===== src/rtl/unary_add_driver_1_10.sv =====
// unary_add_driver_1_10
//
// Binary-side driver for a W-bit unary adder. Accepts an operand pair over a
// valid/ready handshake and serialises both operands into left-aligned unary
// streams on A/B (accumulate phase). It then inserts one gap cycle and drains
// the adder (write phase), counting the returned dout pulses. The result is
// presented as {carry, count} on a result handshake.
//
// Optional feature (macro UNARY_DRV_CHECK_EN): keeps a binary reference sum
// and raises a sticky chk_err when the drained result disagrees with it.
// When the macro is undefined, chk_err is tied to 0.
//
// Ports:
//   clk, rst        - clock (rising edge), synchronous active-high reset
//   op_valid/ready  - operand handshake; op_ready is high only in IDLE
//   op_a, op_b      - W-bit binary operands
//   A, B            - unary operand streams to the adder
//   en              - adder enable
//   read_or_write   - 0 = accumulate phase, 1 = drain phase
//   dout            - adder drain stream (one cycle of pipeline latency)
//   C               - adder registered overflow flag
//   res_valid/ready - result handshake; res_sum held until taken
//   res_sum         - W+1-bit binary sum {carry, drained count}
//   chk_err         - sticky self-check mismatch flag
module unary_add_driver_1_10 #(
    parameter int unsigned W = 10
) (
    input  logic         clk,
    input  logic         rst,
    input  logic         op_valid,
    output logic         op_ready,
    input  logic [W-1:0] op_a,
    input  logic [W-1:0] op_b,
    output logic         A,
    output logic         B,
    output logic         en,
    output logic         read_or_write,
    input  logic         dout,
    input  logic         C,
    output logic         res_valid,
    input  logic         res_ready,
    output logic [W:0]   res_sum,
    output logic         chk_err
);

    typedef enum logic [2:0] {StIdle, StRead, StGap, StWrite, StDone} state_e;

    state_e       state;
    logic [W-1:0] a_q;
    logic [W-1:0] b_q;
    logic [W-1:0] len_q;
    logic [W-1:0] k_q;
    logic [W-1:0] cnt_q;
    logic         carry_q;
    logic         first_q;

    logic [W-1:0] k_next;
    logic [W-1:0] len_new;
    logic [W:0]   drained_sum;
    logic         done_load;

    assign k_next      = k_q + W'(1);
    assign len_new     = (op_a >= op_b) ? op_a : op_b;
    assign drained_sum = {carry_q, cnt_q};
    // Drain ends on the first low dout after the ignored latency cycle.
    assign done_load   = (state == StWrite) && !first_q && !dout;

    always_ff @(posedge clk) begin
        if (rst) begin
            state         <= StIdle;
            op_ready      <= 1'b0;
            A             <= 1'b0;
            B             <= 1'b0;
            en            <= 1'b0;
            read_or_write <= 1'b0;
            res_valid     <= 1'b0;
            res_sum       <= '0;
            a_q           <= '0;
            b_q           <= '0;
            len_q         <= '0;
            k_q           <= '0;
            cnt_q         <= '0;
            carry_q       <= 1'b0;
            first_q       <= 1'b0;
        end else begin
            case (state)
                StIdle: begin
                    // op_ready comes up one cycle after reset releases.
                    if (!op_ready) begin
                        op_ready <= 1'b1;
                    end else if (op_valid) begin
                        op_ready      <= 1'b0;
                        a_q           <= op_a;
                        b_q           <= op_b;
                        len_q         <= len_new;
                        k_q           <= '0;
                        cnt_q         <= '0;
                        carry_q       <= 1'b0;
                        en            <= 1'b1;
                        read_or_write <= 1'b0;
                        if (len_new != '0) begin
                            state <= StRead;
                            A     <= (op_a != '0);
                            B     <= (op_b != '0);
                        end else begin
                            state <= StGap;
                            A     <= 1'b0;
                            B     <= 1'b0;
                        end
                    end
                end
                StRead: begin
                    carry_q <= carry_q | C;
                    k_q     <= k_next;
                    if (k_next == len_q) begin
                        state <= StGap;
                        A     <= 1'b0;
                        B     <= 1'b0;
                    end else begin
                        A <= (k_next < a_q);
                        B <= (k_next < b_q);
                    end
                end
                StGap: begin
                    // Gap lets the adder's registered C catch the last increment.
                    carry_q       <= carry_q | C;
                    state         <= StWrite;
                    read_or_write <= 1'b1;
                    first_q       <= 1'b1;
                end
                StWrite: begin
                    if (first_q) begin
                        first_q <= 1'b0;
                        carry_q <= carry_q | C;
                    end else if (dout) begin
                        cnt_q <= cnt_q + W'(1);
                    end else begin
                        en            <= 1'b0;
                        read_or_write <= 1'b0;
                        res_sum       <= drained_sum;
                        res_valid     <= 1'b1;
                        state         <= StDone;
                    end
                end
                StDone: begin
                    if (res_ready) begin
                        res_valid <= 1'b0;
                        op_ready  <= 1'b1;
                        state     <= StIdle;
                    end
                end
                default: begin
                    state <= StIdle;
                end
            endcase
        end
    end

`ifdef UNARY_DRV_CHECK_EN
    logic [W:0] ref_q;

    always_ff @(posedge clk) begin
        if (rst) begin
            ref_q   <= '0;
            chk_err <= 1'b0;
        end else begin
            if (state == StIdle && op_ready && op_valid) begin
                ref_q <= {1'b0, op_a} + {1'b0, op_b};
            end
            if (done_load && (drained_sum != ref_q)) begin
                chk_err <= 1'b1;
            end
        end
    end
`else
    logic unused_done_load;
    assign unused_done_load = done_load;
    assign chk_err          = 1'b0;
`endif

endmodule


===== config.mk =====
export PLATFORM = sky130hd
export DESIGN_NAME = unary_add_driver_1_10
export DESIGN_NICKNAME = d
export VERILOG_FILES = /design/src/rtl/unary_add_driver_1_10.sv
export SDC_FILE = /design/constraint.sdc
export NUM_CORES = 1
export LEC_CHECK = 0
export ABC_AREA = 1
export CAP_MARGIN = 10
export CORE_ASPECT_RATIO = 0.6
export CORE_MARGIN = 1.5
export CORE_UTILIZATION = 45
export CTS_CLUSTER_SIZE = 12
export DETAILED_ROUTE_END_ITERATION = 16
export PLACE_DENSITY = 0.68
export SLEW_MARGIN = 20
export SYNTH_ARGS = -nofsm -noshare
export SYNTH_HDL_FRONTEND = slang
export SYNTH_SLANG_ARGS = --single-unit

===== constraint.sdc =====
create_clock -name clk -period 2.3 [get_ports clk]
set_input_delay 0.345 -clock clk [delete_from_list [all_inputs] [get_ports clk]]
set_output_delay 0.345 -clock clk [all_outputs]
set_load 0.01 [all_outputs]

==> results of run 1 <==
[logic make-up (layout without fill, tap and decap cells)]
family | Yosys count | after routing | share of synthesized area
xor+xnor | 4 | 4 | 0.0104
flops | 72 | 72 | 0.353
compound gates | 118 | 118 | 0.165
fa+ha+maj | 30 | 30 | 0.0919
simple gates | 230 | 231 | 0.276
buf+inv | 107 | 230 | 0.103
other cells | 1 | 1 | 0.000919
[how the worst min path moves through the flow]
stage,cells past startpoint,end
after floorplan,2,a_q[0]
after global placement,2,res_sum[10]
after detailed placement,2,res_sum[10]
after CTS,2,res_sum[10]
after global routing,4,a_q[6]
final,4,a_q[6]
[repair_timing]
action	CTS	global route
setup buffers	13	9
resized for setup	42	59
cloned	1	0
pin swaps	20	45
endpoints found under the hold margin	0	0
endpoints found under the setup margin	4	5
[placed cells by master, fill, tap and decap left out, drive strengths merged]
cell type / synthesis / routed
a211oi: 2 / 2
a21o: 3 / 3
a21oi: 45 / 45
a31oi: 1 / 1
a41oi: 2 / 2
buf: 5 / 81
bufinv: 0 / 2
clkbuf: 10 / 9
clkdlybuf4s50: 0 / 23
clkinv: 2 / 4
clkinvlp: 0 / 2
conb: 1 / 1
dfxtp: 72 / 72
dlygate4sd2: 0 / 4
dlymetal6s2s: 0 / 15
ha: 30 / 30
inv: 90 / 90
nand2: 139 / 139
nand3: 20 / 21
nand3b: 1 / 1
nand4: 13 / 13
nor2: 42 / 42
nor3: 6 / 6
nor3b: 1 / 1
nor4: 5 / 5
o21ai: 42 / 42
o21bai: 1 / 1
o22ai: 21 / 21
o31ai: 1 / 1
or2: 2 / 2
or4: 1 / 1
xnor2: 2 / 2
xor2: 2 / 2
[routing by layer]
metal | vias up | GRT usage | wire (µm)
met5 | - | 0 | 0
met4 | 0 | 0.0448 | 112
met3 | 18 | 0.0796 | 1090
met2 | 138 | 0.391 | 5420
met1 | 1954 | 0.361 | 5840
li1 | 2091 | - | -
[cell type report]
type	instances	area [µm²]
inverter	92	348
clock buffer	9	225
timing repair buffer	123	1120
multi-input combinational	384	2560
sequential	72	1460
tap	112	140
fill	687	2720
clock inverter	6	85.1
[critical path, stage by stage (launching register included)]
cell	delay [ns]
dfxtp_4	0.39
ha_4	0.16
nand2_4	0.08
inv_4	0.08
nand4_1	0.14
nand2_2	0.11
inv_2	0.04
ha_1	0.27
nand2_2	0.07
or4_4	0.51
nand4_1	0.15
nand2_1	0.08
o21bai_1	0.13
inv_1	0.06
[registers in the layout, indices dropped and copies added, names as in the netlist]
name / flops
res_sum: 11
a_q: 10
b_q: 10
cnt_q: 10
k_q: 10
len_q: 10
state: 3
A: 1
B: 1
carry_q: 1
en: 1
first_q: 1
op_ready: 1
read_or_write: 1
res_valid: 1
[power groups by stage]
| stage | clock network [mW] | registers [mW] | logic (mW) |
|---|---|---|---|
| after detailed placement | 0 | 1.53 | 1.44 |
| after global routing | 1.54 | 1.54 | 1.80 |
| after CTS | 1.48 | 1.52 | 1.55 |
| after global placement | 0 | 1.53 | 1.40 |
| after floorplan | 0 | 1.52 | 0.904 |
| final | 1.48 | 1.52 | 1.64 |
==> metrics.txt, run 1 <==
top cell type's share of synthesized area 0.353; outcome finished, violations left; cell depth of the worst flop-to-flop path 13; count leader, synth nand2_1; crit path to B; Routed Antenna Nets 0; placed instance area 5040 µm²; Design Area, Final between 5000 and 6000 µm²; 1st-pass router iterations 11; Max Fanout on Critical Path 4; Post-Synthesis Cells about 560; Routed WL around 12 mm; hold_buf cts 0; placed cells roughly 760; Yosys reg bits around 70; Synth warnings 0; combinational share of power 0.353; Fmax 421 MHz; I/O Pins 44; setup violators final 1; CP Launch Type register; Fin. Hold Viols 0; leakage 2.72 nW; Switching Share 0.347; clock network fraction of total power 0.318; clk_skew 0.00511 ns; layout cells sized above 1 0.294; CP Capture Type register; Reg clk slew, reported paths 0.06 ns; Psw 1.61 mW; area grow syn2layout 45.3%; root buf cell clkbuf_16; hold_sp op_a[6]; via count approximately 4200; register-to-register setup slack -0.07 ns; vias in the first global route 4034; number of I/O port buffers 42; global-route wire length before repair 19.5 mm; DRC Markers 2; mean area per synthesized cell approximately 7.3 µm²; RSZ-0062 raised after global routing true; Detailed Place HPWL just under 9 mm; post-DR vias/cell ~5.3; clock sinks 72; GRT Total Usage 0.257; critical path class register to register; worst-margin pin slew 0.517 ns; Initial Util 0.472; Routed wire per std cell between 15 and 20 µm; final setup margin -0.0726 ns; Area contributors post-synth dfxtp_1 35%, nand2_1 12%, ha_1 9.2%, inv_1 7.7%, a21oi_1 5.3%; worst-case clock buffer depth 2; Reg-to-Reg End B; num rows 26; cell taking the most area after synthesis dfxtp_1; Primary FF master, synth dfxtp_1; synthesized area ~4100 µm²; Place WS -0.490 ns; crit path DAT 2.60 ns; EDFF count, synth 0; initial antenna violation count 0; Die Ht around 77 µm; Max Cap Viol 0; ys async rst share 0; hold slack around 0.40 ns; Final GP Congestion roughly 0.9; part of the Yosys area used for sequential elements 0.353; Int Power between 3 and 4 mW; Die W 126 µm; most frequent cells after synthesis 128 x nand2_1, 84 x inv_1, 72 x dfxtp_1; violated checks design-rule violations, negative setup slack; TNS Setup -0.0726 ns; htree depth 3; die area around 9700 µm²; max-slew violation count 0; clk_lat worst skew about 0.34 ns; synth unique cells between 40 and 50; CTS tree yes; initial DRC count 310; Slew headroom 0.654; core footprint between 8000 and 9000 µm²; gr ovfl total 0; Worst EP required between 2 and 3 ns; Pwr Total 4.64 mW; Critical Path Source k_q[1]; peak supply drop between 400 and 500 µV; Flop pwr share 0.329; Post-Syn Nets between 600 and 700; final core utilization 0.685; # diodes 0; worst hold path type primary input to register; RR Startpoint k_q[1]; Tcrit/Tclk final 1.03; largest net degree at the start of global routing 26; Num CTS Buffers 9; post-route insts no fill around 800; Pwr Density approximately 800 nW/µm²; Final #Nets between 700 and 800; Final min period 2.37 ns
No activity file was read; power rests on OpenSTA's default activity.
==> run 2: changes to the inputs <==
- PLACE_DENSITY: 0.68 -> not set
- PLACE_DENSITY_LB_ADDON: not set -> 0.05
- clock period: 2.3 -> 1.9 ns (I/O delays scaled with it)
==> run 2 against run 1 <==
Compared with the run above: the flow finishes with violations (negative setup slack); via count decreased by 2.2%; clock skew decreased by 0.00091 ns; register-to-register slack got worse by 0.38 ns; core utilization decreased by 0.91 points; critical path type unchanged; largest power group unchanged; highest routed layer unchanged.
==> metrics.txt, run 2 (same netlist as run 1, synthesis figures left out) <==
outcome finished, violations left; violated checks negative setup slack; RSZ-0062 raised after global routing true; Detailed Place HPWL just over 9 mm; DRC Markers 0; Worst EP required roughly 2.1 ns; Num CTS Buffers 9; placed cells just under 800; Psw between 1.5 and 2 mW; Routed wire per std cell 14.6 µm; clk_lat worst skew 0.33 ns; max-slew violation count 0; area grow syn2layout 43.3%; layout cells sized above 1 0.288; vias in the first global route slightly below 4000; global-route wire length before repair between 15 and 20 mm; leakage between 2 and 3 nW; htree depth 3; Max Fanout on Critical Path 4; Pwr Total roughly 5.4 mW; Final GP Congestion between 0.9 and 1; Die Ht 76.8 µm; Int Power approximately 3.5 mW; Sequential cell area between 1000 and 1500 µm²; Final #Nets roughly 750; num rows 26; setup violators final 4; CTS tree yes; root buf cell clkbuf_16; Tcrit/Tclk final 1.24; Critical Path Source k_q[3]; gr ovfl total 0; I/O Pins 44; clock sinks 72; die area 9670 µm²; Pwr Density slightly above 900 nW/µm²; combinational share of power 0.383; peak supply drop 656 µV; worst hold path type primary input to register; RR Startpoint k_q[3]; CP Capture Type register; Flop pwr share 0.339; critical path class register to register; CP Launch Type register; Final min period 2.35 ns; Die W around 130 µm; Most flops, register res_sum; initial DRC count around 250; GRT Total Usage 0.255; Initial Util 0.472; Routed WL 11.8 mm; post-route insts no fill 809; Switching Share 0.357; most frequent cells in the layout 116 x nand2_1, 87 x buf_4, 79 x inv_1; hold_sp op_a[0]; post-DR vias/cell roughly 5; fillers 757; commonest non-fill, non-tap cell in the layout nand2_1; via count about 4000; Max Cap Viol 0; Routed Antenna Nets 0; Fin. Hold Viols 0; TNS Setup -1.61 ns; number of flip-flops in the largest register 11; Place WS -0.754 ns; crit path DAT roughly 2.6 ns; clk_skew 0.00420 ns; 1st-pass router iterations 7; clock network fraction of total power 0.277; core footprint 8650 µm²; final setup margin -0.454 ns; Reg clk slew, reported paths about 0.060 ns; area of the multi-input gates 2500 µm²; largest net degree at the start of global routing 26; # diodes 0; Fmax roughly 420 MHz; number of I/O port buffers 42; worst-case clock buffer depth 2; initial antenna violation count 0
-- run 2: cell types whose count changed in the layout (fill, tap and decap cells not counted), moves of 3 or more --
| cell | previous run | this run |
|---|---|---|
| clkdlybuf4s50_1 | 23 | 40 |
| buf_4 | 73 | 87 |
| dlymetal6s2s_1 | 15 | 1 |
| inv_1 | 75 | 79 |
| inv_2 | 14 | 10 |
| clkbuf_1 | 0 | 3 |
| dlygate4sd2_1 | 4 | 1 |
| o21ai_1 | 2 | 5 |
-- run 2: power groups by stage --
stage	sequential [mW]	clock, mW	combinational, mW
2_1_floorplan	1.85	0	1.13
3_3_place_gp	1.86	0	1.86
3_5_place_dp	1.87	0	1.90
4_1_cts	1.84	1.53	1.94
5_1_grt	1.87	1.60	2.27
6_report	1.84	1.50	2.08
-- run 2: layer usage --
| metal | part of all wire | GRT usage | vias to the layer above |
|---|---|---|---|
| li1 | - | - | 2111 |
| met1 | 0.53 | 0.385 | 1888 |
| met2 | 0.40 | 0.355 | 99 |
| met3 | 0.067 | 0.0754 | 9 |
| met4 | 0.0065 | 0.0517 | 0 |
| met5 | 0 | 0 | - |
-- run 2: layout make-up --
class	count	area share
flip-flops and latches	72	0.249
inverters	92	0.0594
clock inverters	4	0.00385
repair buffers	134	0.196
multi-input cells	383	0.427
clock buffers	12	0.0404
well taps	112	0.0239
-- run 2: worst paths after layout --
path / endpoint / slack, ns / cells after the start
hold / removal: a_q[0] / 0.41 / 4
setup / recovery: B / -0.45 / 12
hold reg to reg: res_sum[10] / 0.46 / 2
setup reg to reg: B / -0.45 / 12
-- run 2: worst max-delay path, cell delays in order (launching register included) --
cell      delay (ns)
dfxtp_1         0.40
nand2_4         0.10
nor2_4          0.19
nand4_1         0.13
nand2_1         0.12
inv_2           0.08
ha_4            0.27
nand2_2         0.05
or4_4           0.47
nand4_1         0.17
nand2_1         0.08
o21bai_1        0.13
inv_1           0.05
-- run 2: repair_timing --
action                     in CTS  in global routing
setup endpoints to repair       4                 24
gates resized for setup        25                 31
hold buffers                    0                  0
pin swaps                      22                 23
buffers inserted                2                  2
-- run 2: stage by stage --
step	hold WS, ns	area, µm²	utilization
2_1_floorplan	0.398	4160	-
3_3_place_gp	0.444	5310	0.614
3_5_place_dp	0.452	5310	0.614
4_1_cts	0.460	5700	0.659
5_1_grt	0.458	5850	0.676
6_report	0.415	5850	0.676
